### config.mk
export PLATFORM = sky130hd
export DESIGN_NAME = display_slot_arbiter
export DESIGN_NICKNAME = d
export VERILOG_FILES = /design/src/rtl/display_arb_pkg.sv /design/src/rtl/tick_gen.sv /design/src/rtl/display_slot_arbiter.sv
export SDC_FILE = /design/constraint.sdc
export NUM_CORES = 1
export LEC_CHECK = 0
export CAP_MARGIN = 20
export CORE_MARGIN = 1
export CORE_UTILIZATION = 60
export DETAILED_ROUTE_END_ITERATION = 10
export PLACE_DENSITY = 0.95
export SLEW_MARGIN = 20
export SYNTH_ARGS = -nofsm -noshare
export SYNTH_HDL_FRONTEND = slang
export SYNTH_HIERARCHICAL = 1
export SYNTH_SLANG_ARGS = --single-unit
### constraint.sdc
create_clock -name hz100 -period 6.51 [get_ports hz100]
set_clock_uncertainty 0.05 [all_clocks]
set_input_delay 1.302 -clock hz100 [delete_from_list [all_inputs] [get_ports hz100]]
set_output_delay 1.302 -clock hz100 [all_outputs]
set_load 0.05 [all_outputs]
### src/rtl/display_arb_pkg.sv
// Shared types and helpers for the display slot arbiter.
//
// Contents:
//   NREQ     - number of requesters (matches the 3-to-8 digit-select decoder)
//   IDXW     - width of a requester index
//   arb_state_e - arbiter FSM state encoding
//   rr_pick  - round-robin search starting at a given pointer
package display_arb_pkg;

    localparam int unsigned NREQ = 8;
    localparam int unsigned IDXW = 3;

    typedef enum logic [0:0] {
        IDLE = 1'b0,
        BUSY = 1'b1
    } arb_state_e;

    // Returns the first index at or after ptr (wrapping modulo NREQ) whose request bit is set.
    // If no bit is set the result is ptr; callers only use it when req is non-zero.
    function automatic logic [IDXW-1:0] rr_pick(input logic [NREQ-1:0] req,
                                                input logic [IDXW-1:0] ptr);
        logic [IDXW-1:0] idx;
        logic            found;
        rr_pick = ptr;
        found   = 1'b0;
        for (int i = 0; i < NREQ; i++) begin
            // 3-bit addition wraps naturally, giving the modulo-8 search order.
            idx = ptr + IDXW'(i);
            if (!found && req[idx]) begin
                rr_pick = idx;
                found   = 1'b1;
            end
        end
    endfunction

endpackage

### src/rtl/tick_gen.sv
// Slow tick prescaler for the display slot arbiter.
//
// Divides the 100 Hz system clock by PRESCALE; tick is high for one cycle every PRESCALE cycles.
//
// Ports:
//   hz100 - system clock
//   reset - asynchronous, active-high reset (clears the count)
//   tick  - one-cycle strobe, high while the count sits at PRESCALE-1
module tick_gen #(
    parameter int unsigned PRESCALE = 10
) (
    input  logic hz100,
    input  logic reset,
    output logic tick
);

    localparam int unsigned CW = $clog2(PRESCALE) + 1;
    localparam logic [CW-1:0] LAST = CW'(PRESCALE - 1);

    logic [CW-1:0] count_q;

    always_ff @(posedge hz100 or posedge reset) begin
        if (reset) begin
            count_q <= '0;
        end else if (count_q == LAST) begin
            count_q <= '0;
        end else begin
            count_q <= count_q + 1'b1;
        end
    end

    // With PRESCALE=1 the count stays at 0 == LAST, so tick is high every cycle.
    assign tick = (count_q == LAST);

endmodule

### src/rtl/display_slot_arbiter.sv
// Round-robin arbiter sharing the digit-select decoder among NREQ requesters.
//
// A grant is held until its requester drops its line or until HOLD_TICKS slow ticks have been
// counted, whichever comes first. Every release passes through at least one IDLE cycle.
//
// Ports:
//   hz100   - system clock
//   reset   - asynchronous, active-high reset
//   req     - level-sensitive request lines, one per requester
//   grant   - one-hot grant, all-zero while idle
//   sel     - index of the current or most recent grant (decoder select)
//   active  - high while a grant is held
//   expired - one-cycle pulse on the first idle cycle after a timeout release
module display_slot_arbiter
    import display_arb_pkg::*;
#(
    parameter int unsigned PRESCALE   = 10,
    parameter int unsigned HOLD_TICKS = 5
) (
    input  logic            hz100,
    input  logic            reset,
    input  logic [NREQ-1:0] req,
    output logic [NREQ-1:0] grant,
    output logic [IDXW-1:0] sel,
    output logic            active,
    output logic            expired
);

    localparam int unsigned HW = $clog2(HOLD_TICKS) + 1;
    localparam logic [HW-1:0] HOLD_LAST = HW'(HOLD_TICKS - 1);
    localparam logic [NREQ-1:0] ONE = {{(NREQ - 1) {1'b0}}, 1'b1};

    arb_state_e      state_q;
    logic [IDXW-1:0] ptr_q;
    logic [HW-1:0]   hold_q;
    logic            tick;
    logic [IDXW-1:0] winner;

    tick_gen #(
        .PRESCALE(PRESCALE)
    ) u_tick_gen (
        .hz100(hz100),
        .reset(reset),
        .tick (tick)
    );

    assign winner = rr_pick(req, ptr_q);

    always_ff @(posedge hz100 or posedge reset) begin
        if (reset) begin
            state_q <= IDLE;
            ptr_q   <= '0;
            hold_q  <= '0;
            grant   <= '0;
            sel     <= '0;
            active  <= 1'b0;
            expired <= 1'b0;
        end else begin
            // expired is a pulse: cleared unless a timeout fires this cycle.
            expired <= 1'b0;
            case (state_q)
                IDLE: begin
                    if (|req) begin
                        sel     <= winner;
                        grant   <= ONE << winner;
                        active  <= 1'b1;
                        hold_q  <= '0;
                        state_q <= BUSY;
                    end
                end
                BUSY: begin
                    if (!req[sel]) begin
                        // Early release by the owner.
                        grant   <= '0;
                        active  <= 1'b0;
                        ptr_q   <= sel + 1'b1;
                        state_q <= IDLE;
                    end else if (tick && (hold_q == HOLD_LAST)) begin
                        // Forced release after the hold budget is spent.
                        grant   <= '0;
                        active  <= 1'b0;
                        ptr_q   <= sel + 1'b1;
                        expired <= 1'b1;
                        state_q <= IDLE;
                    end else if (tick) begin
                        hold_q <= hold_q + 1'b1;
                    end
                end
                default: begin
                    state_q <= IDLE;
                    grant   <= '0;
                    active  <= 1'b0;
                end
            endcase
        end
    end

endmodule

=== Word level (Yosys, flattened, before mapping) ===
Cells that the tools add are included.

* Register bits after elaboration: 26
* Bits of input ports: 10
* Output and inout port bits: 13
* Word-level logic and storage cells: 112

* Add/subtract/negate cells: 10
* Order comparisons: 9
* Equal/unequal tests: 8
* Shift operators: 1
* Mux-type cells: 55
* Bitwise logic cells: 1
* Reductions and logical operators: 20

{| class="wikitable"
|+ Operators with widths
! cell !! number
|-
| 3-bit by 4-bit less-than comparator with 1-bit output (second input constant) || 9
|-
| 1-bit binary-select mux with 3-bit select || 9
|-
| 3-bit 2-to-1 mux || 9
|-
| 1-bit 2-to-1 mux || 25
|-
| 8-bit 2-to-1 mux || 3
|-
| 4-bit 2-to-1 mux || 4
|-
| 8-bit case mux with 2 select lines || 1
|-
| 3-bit adder (second input constant) || 4
|-
| 1-bit logical AND || 8
|-
| 4-bit case mux with 2 select lines || 1
|-
| 8-bit OR reduction || 1
|-
| 1-bit by 3-bit << shifter with 8-bit output (first input constant) || 1
|-
| 1-bit logical NOT || 7
|-
| 3-bit by 1-bit adder with 3-bit output (second input constant) || 2
|-
| 3-bit by 2-bit adder with 3-bit output (second input constant) || 2
|-
| 2-bit by 1-bit != test with 1-bit output (second input constant) || 3
|-
| 2-bit AND reduction || 3
|-
| 5-bit by 1-bit adder with 5-bit output (second input constant) || 1
|-
| 5-bit by 4-bit equality test with 1-bit output (second input constant) || 1
|-
| 5-bit 2-to-1 mux || 1
|-
| 4-bit by 1-bit adder with 4-bit output (second input constant) || 1
|-
| 4-bit by 3-bit equality test with 1-bit output (second input constant) || 1
|-
| 2-bit != test (second input constant) || 2
|-
| 1-bit case mux with 2 select lines || 2
|-
| 3 further kinds || 3
|}

=== Depth between registers and ports, before layout ===
* Word-level depth: 27
* Gate-level depth with buffers: 12
* Gate-level depth less buffers: 11

=== Modules after synthesis ===
The synthesis kept the hierarchy.

{| class="wikitable"
|+ Modules (own cells, without submodules)
! module !! times used !! cells an instance !! area each (µm²) !! seq. area each (µm²)
|-
| display_slot_arbiter || 1 || 180 || 1835.5 || 525.5
|-
| tick_gen || 1 || 24 || 266.5 || 125.1
|}

=== Least setup slack after synthesis ===
No wires, ideal clock.

* Path kind: input to register
* Start point: input req[3]
* End point: register grant[1]
* Setup time: 0.121 ns
* Data arrival time: 3.220 ns
* Slack: 3.119 ns
* Stages on the path: 8
* Cells stage by stage: mux4_1 -> mux2i_2 -> nand2_1 -> o21a_1 -> o2111a_1 -> a41o_1 -> o21a_1 -> a32o_2

* Cells in the longest elaborated chain, start to end: 27
* Elaborated cells between the ends (all ways): 54
* Classes of those cells: eq/ne (2); shift (1); mux (35); reduce/logical (16)

{| class="wikitable"
|+ RTL lines
! element !! RTL line !! RTL
|-
| start, declared || display_slot_arbiter.sv:22 || <nowiki>input logic [NREQ-1:0] req,</nowiki>
|-
| 1-bit binary-select mux with 3-bit select || display_arb_pkg.sv:29 || <nowiki>if (!found && req[idx]) begin</nowiki>
|-
| 1-bit 2-to-1 mux (not written as such) || display_arb_pkg.sv:29 ||
|-
| 1-bit 2-to-1 mux || display_arb_pkg.sv:29 ||
|-
| 1-bit logical NOT || display_arb_pkg.sv:29 ||
|-
| 1-bit logical AND || display_arb_pkg.sv:29 ||
|-
| 1-bit 2-to-1 mux || display_arb_pkg.sv:29 ||
|-
| 1-bit logical NOT || display_arb_pkg.sv:29 ||
|-
| 1-bit logical AND || display_arb_pkg.sv:29 ||
|-
| [... 11 more ...] || n/a ||
|-
| 1-bit logical AND || display_arb_pkg.sv:29 ||
|-
| 1-bit 2-to-1 mux || display_arb_pkg.sv:29 ||
|-
| 1-bit logical NOT || display_arb_pkg.sv:29 ||
|-
| 1-bit logical AND || display_arb_pkg.sv:29 ||
|-
| 3-bit 2-to-1 mux || display_arb_pkg.sv:29 ||
|-
| 1-bit by 3-bit << shifter with 8-bit output || display_slot_arbiter.sv:65 || <nowiki>grant <= ONE << winner;</nowiki>
|-
| 8-bit 2-to-1 mux || display_slot_arbiter.sv:63 || <nowiki>if (|req) begin</nowiki>
|-
| 8-bit case mux with 2 select lines || display_slot_arbiter.sv:61 || <nowiki>case (state_q)</nowiki>
|-
| end signal, assigned || display_slot_arbiter.sv:65 ||
|-
| end, declared || display_slot_arbiter.sv:23 || <nowiki>output logic [NREQ-1:0] grant,</nowiki>
|}

Several ways; a longest one is shown, not always the timed one. The select of a mux whose other input is x is not followed.
A chain may end at the register's enable or synchronous reset.

=== Worst setup path in the final report ===
* Start point: register ptr_q[0]
* End point: register grant[6]

* Cells in the longest elaborated chain, start to end: 27
* Elaborated cells between the ends (all ways): 54
* Classes of those cells: add/sub (7); shift (1); mux (32); reduce/logical (14)

{| class="wikitable"
|+ RTL lines
! element !! RTL line !! RTL
|-
| start, declared || display_slot_arbiter.sv:34 || <nowiki>logic [IDXW-1:0] ptr_q;</nowiki>
|-
| start signal, assigned || display_slot_arbiter.sv:76 || <nowiki>ptr_q <= sel + 1'b1;</nowiki>
|-
| start signal, assigned || display_slot_arbiter.sv:82 || <nowiki>ptr_q <= sel + 1'b1;</nowiki>
|-
| branches (longest 23 deep; another with 3-bit by 1-bit adder with 3-bit output) || n/a ||
|-
| 3-bit 2-to-1 mux (*) || display_arb_pkg.sv:29 ||
|-
| 1-bit by 3-bit << shifter with 8-bit output (*) || display_slot_arbiter.sv:65 ||
|-
| 8-bit 2-to-1 mux (*) || display_slot_arbiter.sv:63 ||
|-
| 8-bit case mux with 2 select lines (*) || display_slot_arbiter.sv:61 ||
|}

Every way passes the cells marked *. The select of a mux whose other input is x is not followed.

==> qor.csv <==
metric,value,unit
ys_top_cells_by_area,"dfrtp_1 31%, mux4_2 12%, ha_1 4.2%",
seq_area,651,µm²
dp_cells,264,
slowest_delay,0.73,ns
area_growth,12.3,%
required,6.68,ns
grt_antenna_before_repair,0,
synth_top_family_by_area,multiplexers,
synth_top_area_share,31.0,%
min_period,4.14,ns
cts_buffer_depth,2,
arrival,4.31,ns
ys.flop_type,dfrtp_1,
die_y,61.2,µm
io_pins,23,
muxShareOfSynthArea,20.1,%
drt_iter0_markers,109,
avgSynthCellArea,10.3,µm²
synthXorXnorAreaFrac,3.33,%
rr_endpoint,grant[6]$_DFFE_PP0P_,
vias,1707,
fin_nets,240,
ys_warn_count,6,
gp_congestion,0.929,
async_flop_share,100,%
ctsResizeCount,0,
grt_pass1_wl,7.33,mm
cts_tree,yes,
hold_viol,0,
gr-total-overflow,0,
ff2ff_path_depth,10,
die_x,61.2,µm
hold_class,flip-flop to flip-flop,
clk_latency,0.31,ns
slew_violations,0,
ctsHoldBuffers,0,
syn_area,0.00210,mm²
grt_max_degree,22,
worstReg2RegStart,ptr_q[0]$_DFFE_PP0P_,
synth_edf_count,0,
tightest_slew,0.761,ns
crit_chain,inv_1 -> ha_1 -> mux4_1 -> mux2i_2 -> nand2_1 -> o21a_1 -> o2111a_1 -> a41o_1 -> o21a_1 -> o41ai_2,
cp_max_fo,13,
layout-drive-gt1-share,14.9,%
finalSetupViolCount,0,
crit_path_top_delay_cell,mux4_1,
core_area,0.00334,mm²
port_buffers,22,
antennaDiodeCount,0,
yosysMostFrequentCell,dfrtp_1,
endpoint_kind,flip-flop,
clk_pin_slew,0.13,ns
fill_cells,248,
crit_type,flip-flop to flip-flop,
synthCells,204,
seq_area_frac_synth,31.0,%
routed_wl,4.35,mm
synth_compound_area_share,18.6,%
max_clock_freq,0.242,GHz
grt_pass1_vias,1594,
yosys-top-cells-count,"26 x dfrtp_1, 22 x nand2_1, 12 x inv_1, 12 x o21ai_0, 11 x mux4_2",
clock-sinks,26,
ant_nets,0,
cts_made_buffers,3,
final_util,70.7,%
cts_setup_buffers,0,
min_period_over_period,63.6,%
synthSimpleGateAreaFrac,18.6,%
hold_ws,0.443,ns
run_status,"finished, final reports clean",
syn-num-nets,221,
wire_per_inst,16.3,µm
multi_input_area,0.00136,mm²
rows,21,
die_area,0.00374,mm²
tns,0,ns
hpwl,3.39,mm
rsz0062_at_grt,no,
start_kind,flip-flop,
fin_cells,267,
via_per_inst,6.39,
start_util,63.0,%
min_from,grant[5]$_DFFE_PP0P_,
yosysUniqueCellTypes,63,
min_to,grant[5]$_DFFE_PP0P_,
crit_top_cell,o21a_1,
drc,0,
critPathTopFamily,compound AO/OA/AOI/OAI gates,
hold_depth,2,
clock-root-buffer,clkbuf_4,
cts_htree_levels,1,
grt.total_usage,26.4,%
yosysTopAreaCell,dfrtp_1,
max_cap_violations,0,
path_buf_inv,1,
rrSetupSlack,2.37,ns
ys_ff_latch,26,
slew_headroom,49.2,%
synth_fa_ha_area_share,4.17,%
firstDrtPassIters,4,
[tightest hold or removal path: cells and delay by family, from the launching register on]
| kind | cells | cell delay, ns |
|---|---|---|
| simple gates | 1 | 0.05 |
| flops | 1 | 0.37 |
| compound gates | 1 | 0.05 |
[per-layer routing]
metal / part of all wire, % / GRT usage (%) / wire, µm / vias up
li1: - / - / - / 805
met1: 43 / 37.9 / 1890 / 836
met2: 51 / 41.6 / 2240 / 60
met3: 4.5 / 4.83 / 195 / 6
met4: 0.78 / 6.82 / 34 / 0
met5: 0 / 0 / 0 / -
[how the worst max path moves through the flow]
stage | start | end | cells past startpoint
detailed placement | req[0] | grant[7]$_DFFE_PP0P_ | 9
finish | ptr_q[0]$_DFFE_PP0P_ | grant[6]$_DFFE_PP0P_ | 10
global placement | req[3] | grant[1]$_DFFE_PP0P_ | 9
CTS | ptr_q[0]$_DFFE_PP0P_ | grant[6]$_DFFE_PP0P_ | 10
floorplan | req[3] | grant[1]$_DFFE_PP0P_ | 8
global route | ptr_q[0]$_DFFE_PP0P_ | grant[6]$_DFFE_PP0P_ | 10
[cells in the final DEF (no fill, tap or decap), types with 3 or more instances in the layout]
| master | synthesis | final |
|---|---|---|
| xor2_1 | 4 | 4 |
| and2_1 | 4 | 4 |
| clkdlybuf4s50_1 | 0 | 22 |
| nand2b_1 | 7 | 7 |
| o21ai_0 | 12 | 12 |
| nor2_1 | 8 | 8 |
| nand3_1 | 6 | 6 |
| mux2i_1 | 5 | 5 |
| clkbuf_4 | 0 | 3 |
| mux4_2 | 11 | 11 |
| a21oi_1 | 3 | 3 |
| inv_1 | 12 | 12 |
| o21a_1 | 4 | 4 |
| a32o_1 | 3 | 3 |
| nor2b_1 | 3 | 3 |
| nand2_1 | 22 | 22 |
| ha_1 | 7 | 7 |
| dfrtp_1 | 26 | 26 |
| xnor2_1 | 4 | 4 |
[per-stage QoR]
stage                     worst slack [ns]  area [µm²]
after CTS                             2.34        2360
after global placement                2.34        2340
after detailed placement              2.25        2340
after global routing                  2.12        2360
final                                 2.37        2360
after floorplan                       3.12        2100
[flip-flops by register name, indices dropped and copies added, names as in the netlist]
| register | flops |
|---|---|
| u_tick_gen/count_q | 5 |
| expired | 1 |
| state_q | 1 |
| grant | 8 |
| active | 1 |
| sel | 3 |
| ptr_q | 3 |
| hold_q | 4 |
[area by class of cell]
cell class / instances / share of cell area [%]
inverter: 12 / 1.91
timing repair buffer: 22 / 9.33
sequential: 26 / 27.6
multi-input combinational: 158 / 57.8
clock buffer: 3 / 0.954
tap: 46 / 2.44
[cell families after synthesis]
group / count (synthesis)
flip-flops: 26
multiplexers: 23
AO/OA/AOI/OAI: 49
buffers and inverters: 20
adder cells (fa/ha/maj): 7
AND/OR/NAND/NOR: 71
XOR/XNOR: 8
Power is not shown: default switching activity piles up to over one toggle a cycle in this logic, so the estimate is an artifact.
==> RTL edit 1, RTL diff (same settings) <==
`PRESCALE` is set to 10 in 2 places; all go to 11.
--- a/src/rtl/tick_gen.sv
+++ b/src/rtl/tick_gen.sv
@@ -7,7 +7,7 @@
 //   reset - asynchronous, active-high reset (clears the count)
 //   tick  - one-cycle strobe, high while the count sits at PRESCALE-1
 module tick_gen #(
-    parameter int unsigned PRESCALE = 10
+    parameter int unsigned PRESCALE = 11
 ) (
     input  logic hz100,
     input  logic reset,
--- a/src/rtl/display_slot_arbiter.sv
+++ b/src/rtl/display_slot_arbiter.sv
@@ -14,7 +14,7 @@
 module display_slot_arbiter
     import display_arb_pkg::*;
 #(
-    parameter int unsigned PRESCALE   = 10,
+    parameter int unsigned PRESCALE   = 11,
     parameter int unsigned HOLD_TICKS = 5
 ) (
     input  logic            hz100,
Function: same outputs for any inputs over 10 cycles, from zero or initial values and one cycle with reset high; that may be too few to reach the edited logic, so the function may still have changed.
==> RTL edit 1 against the original RTL <==
Non-clock buffer count unchanged. Cell area increased by 0.16%. Sequential share of layout area about the same. Worst hold slack got worse by 0.0020 ns. Sequential cell count unchanged. Final cell count unchanged. Setup slack improved by 0.014 ns. Synthesized cell count unchanged. Area after synthesis increased by 0.18%. Wire length decreased by 2.6%. Critical endpoint unchanged. Highest routed layer unchanged.
Power is not shown: default switching activity piles up to over one toggle a cycle in this logic, so the estimate is an artifact.
==> RTL edit 1: results (changes against the original RTL) <==
Clocking
  • CTS Buf Count: 3 (unchanged)
  • CTS resizes: 0 (unchanged)
  • Post-CTS setup repair buffer count: 0 (unchanged)
  • Clk pin slew, worst setup/hold paths: 0.12 ns
  • CTS HTree Levels: 1 (unchanged)
  • Worst skew pair latency: 0.32 ns

Setup path
  • Critical path launch point: ptr_q[0]
  • Maximum net fanout on the critical path: 13 (unchanged)
  • Arrival @ worst endpoint: 4.30 ns (about the same)
  • Reg2reg path depth: 10 (unchanged)

Logic synthesis
  • Fraction of registers with async set/reset: 1.00 (unchanged)
  • Count leader, synth: dfrtp_1
  • Register area share after synthesis: 0.309 (-0.000552)
  • Synth cell types: 64 (+1.6%)
  • Top post-synthesis cells by count: dfrtp_1 (26), nand2_1 (22), inv_1 (12), o21ai_0 (12), mux4_2 (11)
  • Ranking of synthesized cells by area: dfrtp_1 (31%), mux4_2 (12%), ha_1 (4.2%)
  • YS warnings: 6 (unchanged)

Detailed routing
  • Initial drt markers: 102 (-6.4%)
  • WL per Instance: 15.9 um (-2.6%)
  • Vias/cell: 6.32 (-1.1%)
  • DR pass1 iterations: 6 (+2)

Global routing
  • First-pass GRT wire length: 7050 um (-3.9%)
  • Largest net degree at the start of global routing: 22 (unchanged)
  • Vias in the first global route: 1493 (-6.3%)
  • Total GRT Usage: 0.258 (-0.00639)
  • Initial antenna violation count: 0 (unchanged)

Min path
  • Worst Hold Class: flop to flop
  • Worst Hold Depth: 2 (unchanged)
  • Min-delay src: active

Placed design
  • Hpwl dp: 3200 um (-5.6%)
  • Placer Congestion: 0.880 (-5.3%)
  • Post-place instance area: 2340 um2 (+0.16%)
  • Pre-CTS setup slack: 2.21 ns (-0.0421 ns)

STA
  • Final worst setup slack: 2.38 ns (+0.0143 ns)
  • Worst-Margin Slew: 0.792 ns (+0.0308 ns)

Run status
  • Outcome: finished clean

Finish
  • Net count reported at finish: 240 (unchanged)
  • Layout cell share with drive strength beyond 1: 0.145 (-0.00452)
  • Biggest regs: grant (8), u_tick_gen/count_q (5), hold_q (4)
==> RTL edit 1: worst max-delay path: stages, from the launching register on <==
cell,delay (ns)
dfrtp_1,0.72
inv_1,0.24
ha_1,0.71
mux4_1,0.72
mux2i_2,0.34
nand2_1,0.14
o21a_1,0.19
o2111a_1,0.23
a41o_1,0.22
o21a_1,0.17
o41ai_2,0.30
==> RTL edit 1: path summary, 6_finish.rpt <==
path	endpoint
min in group asynchronous	u_tick_gen/count_q[3]
worst max-delay path	grant[6]
max in group asynchronous	hold_q[3]
worst min-delay path	active
worst min register to register	active
worst max register to register	grant[6]
==> RTL edit 1: per-layer routing <==
metal	global-route usage	vias to the layer above	part of all wire
met5	0	-	0
met4	0.0617	0	0.011
met3	0.0567	6	0.054
met2	0.393	56	0.48
met1	0.377	821	0.46
li1	-	805	-
==> RTL edit 1: cell type report <==
type	instances	area, um2
clock buffers	3	22.5
flip-flops and latches	26	651
fillers	244	973
multi-input cells	158	1370
repair buffers	22	220
well taps	46	57.6
inverters	12	45.0
==> RTL edit 1: logic make-up after synthesis <==
logic type,synth area share
and+or+nand+nor,0.185
AOI/OAI and AO/OA,0.189
DFF,0.309
muxes,0.201
buffers and inverters,0.0416
xor gates and xnor gates,0.0333
adders and majority gates,0.0416
==> RTL edit 1: per-stage QoR <==
step | hold slack, ns | cells
floorplan | 0.412 | 204
global placement | 0.414 | 264
detailed placement | 0.414 | 264
CTS | 0.444 | 267
global route | 0.475 | 267
finish | 0.441 | 267
==> RTL edit 2, RTL diff (same flow settings) <==
Without the edit above. Register the output `expired` once more, with the module's reset; this adds one clock of latency there. The other outputs are not delayed to match. Comments in the files are not updated.
--- a/src/rtl/display_slot_arbiter.sv
+++ b/src/rtl/display_slot_arbiter.sv
@@ -30,6 +30,8 @@
     localparam logic [HW-1:0] HOLD_LAST = HW'(HOLD_TICKS - 1);
     localparam logic [NREQ-1:0] ONE = {{(NREQ - 1) {1'b0}}, 1'b1};
 
+    logic expired_s0;
+
     arb_state_e      state_q;
     logic [IDXW-1:0] ptr_q;
     logic [HW-1:0]   hold_q;
@@ -54,10 +56,10 @@
             grant   <= '0;
             sel     <= '0;
             active  <= 1'b0;
-            expired <= 1'b0;
+            expired_s0 <= 1'b0;
         end else begin
             // expired is a pulse: cleared unless a timeout fires this cycle.
-            expired <= 1'b0;
+            expired_s0 <= 1'b0;
             case (state_q)
                 IDLE: begin
                     if (|req) begin
@@ -80,7 +82,7 @@
                         grant   <= '0;
                         active  <= 1'b0;
                         ptr_q   <= sel + 1'b1;
-                        expired <= 1'b1;
+                        expired_s0 <= 1'b1;
                         state_q <= IDLE;
                     end else if (tick) begin
                         hold_q <= hold_q + 1'b1;
@@ -95,5 +97,13 @@
         end
     end
 
+    always_ff @(posedge hz100 or posedge reset) begin
+        if (reset) begin
+            expired <= '0;
+        end else begin
+            expired <= expired_s0;
+        end
+    end
+
 endmodule
 
Behaviour: same outputs for any inputs over 10 cycles, from zero or initial values and one cycle with reset high; that may be too few to reach the edited logic, so the function may still have changed.
==> RTL edit 2 against the original RTL <==
Setup slack is essentially flat. Sequential cell count up 1. Global-route usage grew 1.1 points. Cell area is 8.2% higher. Wire length up 17%. Area after synthesis up 10%.
Power is left out: the tool's default activity adds up to more than one toggle a clock period on the data nets, which glitch-free logic cannot reach.
==> RTL edit 2: results (changes against the original RTL) <==
Run status
  • Outcome: finished clean

Setup path
  • CP delay by family, top: multiplexers
  • Max stage delay on crit path: 0.86 ns (+0.13 ns)
  • Critical-path top delay cell: dfrtp_1
  • Reg2reg path depth: 9 (-1)
  • Arrival @ worst endpoint: 4.25 ns (-0.06 ns)
  • Critical path endpoint: grant[7]
  • Flop-to-flop setup slack: 2.37 ns (about the same)
  • Maximum net fanout on the critical path: 19 (+6)

Finish
  • Layout cell share with drive strength beyond 1: 0.149 (-0.000385)
  • # clk buffers: 4 (+1)
  • Multi-input gates: 170 (+7.6%)
  • Multi-input combinational area share: 0.590 (+0.0125)
  • Finished Cell Area: 2550 um2 (+8.2%)
  • Clock-cell share: 0.0176 (+0.00809)
  • Layout non-clock buf frac: 0.0862 (-0.00709)
  • Biggest regs: grant (8), u_tick_gen/count_q (5), hold_q (4)
  • Final cell count without fillers: 283 (+6.0%)
  • Net count reported at finish: 253 (+5.4%)
  • Register area: 676 um2 (+3.8%)

STA
  • Hold Slack: 0.313 ns (-0.130 ns)
  • Max transition margin: 0.461 (-0.0314)

Floorplan
  • Core area: 3690 um2 (+11%)

Placed design
  • Placer Congestion: 0.843 (-9.2%)
  • Hpwl dp: 3720 um (+9.6%)
  • Pre-CTS setup slack: 2.27 ns (+0.0135 ns)
  • Post-place instance area: 2510 um2 (+7.3%)

Global routing
  • Total GRT Usage: 0.275 (+0.0109)
  • Vias in the first global route: 1929 (+21%)
  • Largest net degree at the start of global routing: 23 (+4.5%)
  • GR Layer Usage met1: 0.375 (-0.00404)
  • Grt met3 use: 0.0161 (-0.0322)
  • First-pass GRT wire length: 8840 um (+21%)
  • GRT met2 Usage: 0.451 (+0.0346)

Clocking
  • CTS tree: built
  • Clock sink total: 27 (+3.8%)
  • Clk pin slew, worst setup/hold paths: 0.08 ns (-0.05 ns)
  • Root buf cell: clkbuf_8
  • CTS HTree Levels: 1 (unchanged)
  • Worst skew pair latency: 0.27 ns (-0.04 ns)

Logic synthesis
  • Ranking of synthesized cells by area: dfrtp_1 (29%), mux4_2 (14%), mux2i_1 (4.3%)
  • Register area share after synthesis: 0.292 (-0.0175)
  • Top post-synthesis cells by count: dfrtp_1 (27), nand2_1 (15), mux4_2 (14)
  • Net count after synthesis: 238 (+7.7%)
  • Synth Instances: 221 (+8.3%)

Detailed routing
  • Vias/cell: 6.70 (+4.8%)
  • Routed WL: 5090 um (+17%)
  • Initial drt markers: 219 (+100%)
  • DR pass1 iterations: 5 (+1)
RTL edit 2: how the worst min path moves through the flow:
stage / to / startpoint / depth (start not counted)
global route: expired / expired_s0 / 0
CTS: expired / expired_s0 / 0
global placement: expired / expired_s0 / 0
detailed placement: expired / expired_s0 / 0
finish: expired / expired_s0 / 0
floorplan: expired / expired_s0 / 0
RTL edit 2: cells by family (layout without fill, tap and decap cells):
family	Yosys count	after routing	share of synthesized area
and+or+nand+nor	71	71	0.171
AOI/OAI and AO/OA	52	52	0.187
muxes	32	32	0.226
DFF	27	27	0.292
buffers and inverters	24	38	0.0562
xor gates and xnor gates	8	8	0.0303
adders and majority gates	7	7	0.0379
RTL edit 2: per-layer routing:
metal | part of all wire | up-vias
met3 | 0.049 | 16
met4 | 0.028 | 0
met2 | 0.49 | 82
met1 | 0.44 | 920
li1 | - | 878
met5 | 0 | -
